### config.mk
export PLATFORM = sky130hd
export DESIGN_NAME = softmax_norm
export DESIGN_NICKNAME = d
export VERILOG_FILES = /design/src/rtl/softmax_pkg.sv /design/src/rtl/sm_restoring_div.sv /design/src/rtl/softmax_norm.sv
export SDC_FILE = /design/constraint.sdc
export NUM_CORES = 1
export LEC_CHECK = 0
export CORE_UTILIZATION = 55
export CTS_BUF_LIST = sky130_fd_sc_hd__clkbuf_2 sky130_fd_sc_hd__clkbuf_4 sky130_fd_sc_hd__clkbuf_8
export DETAILED_ROUTE_END_ITERATION = 8
export GPL_TIMING_DRIVEN = 1
export PLACE_DENSITY = 0.71
export SLEW_MARGIN = 20
export SYNTH_ARGS = -nofsm -noshare
export SYNTH_HDL_FRONTEND = slang
export SYNTH_HIERARCHICAL = 1
export SYNTH_SLANG_ARGS = --single-unit
### constraint.sdc
create_clock -name clk -period 8.2 [get_ports clk]
set_clock_uncertainty 0.15 [all_clocks]
set_input_delay 1.23 -clock clk [delete_from_list [all_inputs] [get_ports clk]]
set_output_delay 1.23 -clock clk [all_outputs]
set_load 0.01 [all_outputs]
### src/rtl/softmax_pkg.sv
// Shared widths, state encoding and exponent-to-fixed conversion for the
// softmax normalisation stage.
package softmax_pkg;
   localparam int EXP_W  = 21;
   localparam int POS_W  = 5;
   localparam int MANT_W = 16;
   localparam int FIX_W  = 32;
   localparam int SUM_W  = 36;
   localparam int PROB_W = 16;

   typedef enum logic [1:0] {S_LOAD, S_DIV, S_OUT} norm_state_t;

   // m * 2^(p-16) as unsigned 16.16; positions above 16 clamp to 16
   function automatic logic [FIX_W-1:0] exp_to_fix(input logic [EXP_W-1:0] e);
      logic [POS_W-1:0] p;
      p = e[EXP_W-1:MANT_W];
      if (p > 5'd16) p = 5'd16;
      return FIX_W'(e[MANT_W-1:0]) << p;
   endfunction
endpackage

### src/rtl/sm_restoring_div.sv
// Serial restoring divider: one load cycle then Q_W iterations, quotient
// saturates to all-ones when it would not fit in Q_W bits.
module sm_restoring_div #(
   parameter int Q_W   = 16,
   parameter int DVD_W = 48,
   parameter int DVS_W = 36
) (
   input  logic             clk,
   input  logic             rst_n,
   input  logic             start,
   input  logic [DVD_W-1:0] dividend,
   input  logic [DVS_W-1:0] divisor,
   output logic             done,
   output logic [Q_W-1:0]   quotient
);
   localparam int CNT_W = $clog2(Q_W);

   logic             running;
   logic             sat;
   logic [DVS_W-1:0] rem;
   logic [DVS_W-1:0] dvs;
   logic [Q_W-1:0]   lo;
   logic [Q_W-1:0]   q;
   logic [CNT_W-1:0] it;
   logic [DVS_W:0]   trial;
   logic             take;
   logic [DVS_W-1:0] hi_part;

   // The upper dividend bits are the starting remainder; the quotient only
   // overflows when they already reach the divisor.
   assign hi_part  = DVS_W'(dividend[DVD_W-1:Q_W]);
   assign trial    = {rem, lo[Q_W-1]};
   assign take     = trial >= {1'b0, dvs};
   assign done     = (start && divisor == '0) || (running && it == CNT_W'(Q_W-1));
   assign quotient = sat ? '1 : q;

   always_ff @(posedge clk or negedge rst_n) begin
      if (!rst_n) begin
         running <= 1'b0;
         sat     <= 1'b0;
         rem     <= '0;
         dvs     <= '0;
         lo      <= '0;
         q       <= '0;
         it      <= '0;
      end else if (start) begin
         dvs     <= divisor;
         rem     <= hi_part;
         lo      <= dividend[Q_W-1:0];
         q       <= '0;
         it      <= '0;
         sat     <= (divisor != '0) && (hi_part >= divisor);
         running <= divisor != '0;
      end else if (running) begin
         rem <= take ? DVS_W'(trial - {1'b0, dvs}) : trial[DVS_W-1:0];
         lo  <= lo << 1;
         q   <= {q[Q_W-2:0], take};
         it  <= it + 1'b1;
         if (it == CNT_W'(Q_W-1)) running <= 1'b0;
      end
   end
endmodule

### src/rtl/softmax_norm.sv
// Softmax normalisation: buffers one vector of exponent words, sums them and
// streams out each element divided by the sum as a Q0.16 probability.
module softmax_norm
   import softmax_pkg::*;
#(
   parameter int N_MAX = 16
) (
   input  logic              clk,
   input  logic              rst_n,
   input  logic              in_valid,
   output logic              in_ready,
   input  logic [EXP_W-1:0]  in_exp,
   input  logic              in_last,
   output logic              out_valid,
   input  logic              out_ready,
   output logic [PROB_W-1:0] out_prob,
   output logic              out_last,
   output logic              busy,
   output logic              err_len
);
   localparam int CNT_W = $clog2(N_MAX + 1);
   localparam int IDX_W = $clog2(N_MAX);

   norm_state_t       state;
   logic [CNT_W-1:0]  cnt;
   logic [IDX_W-1:0]  idx;
   logic [SUM_W-1:0]  sum;
   logic [FIX_W-1:0]  buf_mem [N_MAX];
   logic              rdy_en;
   logic              div_started;
   logic              div_start;
   logic              div_done;
   logic [PROB_W-1:0] div_q;
   logic [FIX_W-1:0]  in_fix;
   logic              in_hs;
   logic              vec_end;

   assign in_fix    = exp_to_fix(in_exp);
   assign in_ready  = rdy_en && state == S_LOAD;
   assign in_hs     = in_valid && in_ready;
   assign vec_end   = in_last || cnt == CNT_W'(N_MAX - 1);
   assign out_valid = state == S_OUT;
   assign out_last  = out_valid && (CNT_W'(idx) == cnt - 1'b1);
   assign out_prob  = out_valid ? div_q : '0;
   assign busy      = state != S_LOAD || cnt != '0;
   // One divider launch per visit to S_DIV; the quotient stays put through S_OUT.
   assign div_start = state == S_DIV && !div_started;

   sm_restoring_div #(
      .Q_W   (PROB_W),
      .DVD_W (FIX_W + PROB_W),
      .DVS_W (SUM_W)
   ) u_div (
      .clk      (clk),
      .rst_n    (rst_n),
      .start    (div_start),
      .dividend ({buf_mem[idx], {PROB_W{1'b0}}}),
      .divisor  (sum),
      .done     (div_done),
      .quotient (div_q)
   );

   always_ff @(posedge clk) begin
      if (in_hs) buf_mem[cnt[IDX_W-1:0]] <= in_fix;
   end

   always_ff @(posedge clk or negedge rst_n) begin
      if (!rst_n) begin
         state       <= S_LOAD;
         cnt         <= '0;
         idx         <= '0;
         sum         <= '0;
         rdy_en      <= 1'b0;
         div_started <= 1'b0;
         err_len     <= 1'b0;
      end else begin
         rdy_en <= 1'b1;
         case (state)
            S_LOAD: if (in_hs) begin
               sum <= sum + SUM_W'(in_fix);
               cnt <= cnt + 1'b1;
               if (vec_end) begin
                  state       <= S_DIV;
                  idx         <= '0;
                  div_started <= 1'b0;
                  if (!in_last) err_len <= 1'b1;
               end
            end
            S_DIV: begin
               if (div_start) div_started <= 1'b1;
               if (div_done) begin
                  state       <= S_OUT;
                  div_started <= 1'b0;
               end
            end
            S_OUT: if (out_ready) begin
               if (out_last) begin
                  state <= S_LOAD;
                  cnt   <= '0;
                  sum   <= '0;
               end else begin
                  idx   <= idx + 1'b1;
                  state <= S_DIV;
               end
            end
            default: state <= S_LOAD;
         endcase
      end
   end
endmodule

==> flow_summary.json <==
{
  "cts_resized": 0,
  "coreArea_um2": 57900,
  "drt_drc_violations_left": 0,
  "netlist.area_leader.share_pct": 47.4,
  "ios": 47,
  "clk_latency_ns": 0.71,
  "synth_async_sr_flop_share_pct": 23.8,
  "place_ws_ns": 1.54,
  "multi_input_area_um2": 12400,
  "final_antenna_net_count": 0,
  "grt_pass1_wl_um": 122000,
  "path_class": "in -> reg",
  "setup_violations": 0,
  "num_vias": 20623,
  "rows": 88,
  "io_buffers": 46,
  "wl_per_cell_um": 24.0,
  "cts-hold-fix-buffers": 0,
  "ys_seq_elements": 672,
  "final_hold_viol_count": 0,
  "yosysSeqAreaShare_pct": 59.8,
  "cts_buffer_depth": 3,
  "layout_commonest_cell": "edfxtp_1",
  "fin_setup_tns_ns": 0,
  "startpoint_type": "input pin",
  "area_delta_synth_final_pct": 11.7,
  "worst_pin_slew_ns": 1.10,
  "ys.flop_type": "edfxtp_1",
  "end_kind": "flip-flop",
  "p_leak_nw": 13.2,
  "fillers": 4349,
  "grt_max_degree": 133,
  "worst_hold_path_type": "reg -> reg",
  "grt_overflow_total": 0,
  "first_global_vias": 20766,
  "htreeDepth": 3,
  "place_area_um2": 34000,
  "rsz0062_at_grt": "no",
  "antenna_found_initial": 2,
  "critical_path.max_fanout": 44,
  "stdcell_area_um2": 36200,
  "relSlewSlack_pct": 26.2,
  "cts_tree": "done",
  "wl_um": 79100,
  "worstPathArrival_ns": 6.49,
  "synth_edf_count": 512,
  "yosys.area.top_type": "edfxtp_1",
  "die_h_um": 245,
  "post-cts-setup-buffers": 0,
  "synthesis.area_um2": 32400,
  "finalWeightedCongestion": 0.941,
  "clk_pin_slew_ns": 0.07,
  "final_cell_mix": "edfxtp_1, nand2_1, mux4_2",
  "drv_slew": 0,
  "drive_above_1_share_pct": 18.3,
  "timing.final.crit_share_pct": 74.3,
  "status": "completed",
  "power_density_nw_per_um2": 314,
  "drtPass1Iterations": 5,
  "yosysWarningCount": 6,
  "yosys-top-cells-area": "edfxtp_1, dfrtp_1, mux4_2",
  "setup_slack_ns": 2.11,
  "register_area_um2": 19400,
  "cts.sinks": 672,
  "finish.net_count": 2574,
  "avgSynthCellArea_um2": 13.8,
  "synth.distinct_cells": 89,
  "drt_iter0_markers": 1914,
  "die_w_um": 245,
  "ir_drop_uv": 181,
  "synthCells": 2345,
  "worstPathRequired_ns": 8.60,
  "initial_core_util_pct": 55.9,
  "track_usage_pct": 27.1,
  "die-area_um2": 59900,
  "numCtsBuffers": 104,
  "cts_root_buf": "clkbuf_8",
  "fin_crit_ns": 6.09,
  "max_freq_ghz": 0.164,
  "viasPerCell": 6.26,
  "cap_violations": 0,
  "dp_hpwl_um": 48600,
  "whs_ns": 0.328
}
==> per-stage QoR <==
stage	cells	power, mW	util, %
after detailed placement	3098	8.41	58.6
after CTS	3290	11.4	62.5
after global routing	3292	12.1	62.5
after floorplan	2360	7.45	-
after global placement	3098	8.28	58.6
final	3292	11.4	62.5
==> registers in the layout (all words and copies together), names as in the netlist <==
name	flops
buf_mem	512
cnt	5
div_started	1
err_len	1
idx	4
rdy_en	1
state	2
sum	36
u_div/dvs	36
u_div/it	4
u_div/lo	16
u_div/q	16
u_div/rem	36
u_div/running	1
u_div/sat	1
==> worst max-delay path: stages <==
cell and delay, ns:
clkdlybuf4s50_1 0.49, buf_4 0.45, nand2b_1 0.72, a21oi_1 0.29, nor3_2 0.88, ha_1 0.47
and3_1 0.24, a221oi_4 0.33, o21ai_2 0.15, o21bai_1 0.31, o31ai_2 0.15, a221oi_1 0.47
xor2_1 0.20, o21ai_0 0.09
==> final cells by class <==
class	count	area share [%]
Multi-Input combinational cell	1461	34.2
Tap cell	765	2.64
Clock buffer	144	4.85
Timing Repair Buffer	98	2.42
Inverter	102	1.06
Sequential cell	672	53.6
Clock inverter	48	1.27
Antenna cell	2	0.0138
==> cell usage after synthesis (8+ instances only) <==
cell and n:
and3_1 10, mux4_2 160, ha_1 107, xnor2_1 35, clkbuf_1 88, buf_2 13
nand2b_1 17, or3_1 11, a21o_1 39, o21bai_1 8, nand3_1 37, o31ai_1 8
nor2_1 113, nor4_1 12, o21ai_0 137, a211oi_1 13, or2_2 22, and2_1 26
nor3_1 31, a21oi_1 113, nand2_1 182, mux2i_1 93, o21a_1 9, o21ai_1 35
inv_1 99, nor2b_1 20, xor2_1 27, buf_1 21, nand4_1 29, edfxtp_1 512
dfrtp_1 160, a31oi_1 20, nor3b_1 26
==> kinds of logic (layout without fill, tap and decap cells) <==
| kind of cell | Yosys count | after routing | synth area share, % |
|---|---|---|---|
| DFF | 672 | 672 | 59.8 |
| AOI/OAI and AO/OA | 463 | 463 | 8.96 |
| xor gates and xnor gates | 62 | 62 | 1.68 |
| other | 2 | 19 | 0.0232 |
| muxes | 256 | 256 | 14.1 |
| and+or+nand+nor | 554 | 554 | 8.38 |
| adders and majority gates | 109 | 109 | 4.26 |
| buffers and inverters | 227 | 392 | 2.80 |
==> report_power, final <==
group          leakage [nW]  internal, mW  switching [mW]
sequential             6.71          4.07           0.368
combinational          5.36          1.58            2.40
clock                  1.16          1.65            1.32
==> final timing paths <==
path                             from             to  slack [ns]  depth (start not counted)
setup / recovery           in_exp[20]        sum[26]        2.11                         14
hold / removal                err_len        err_len        0.33                          1
setup reg to reg               idx[0]      u_div/sat        3.60                         10
hold reg to reg               err_len        err_len        0.33                          1
max in group asynchronous       rst_n  u_div/running        5.91                          2
min in group asynchronous       rst_n   u_div/rem[4]        0.48                          1
==> routing by layer <==
layer / track usage (%) / routed length (um) / vias to the layer above
met5: 0 / 0 / -
met4: 9.15 / 2090 / 0
met3: 4.29 / 5660 / 149
met2: 42.7 / 37500 / 790
met1: 38.6 / 33900 / 10514
li1: - / - / 9170
No activity file was read; power rests on OpenSTA's default activity.
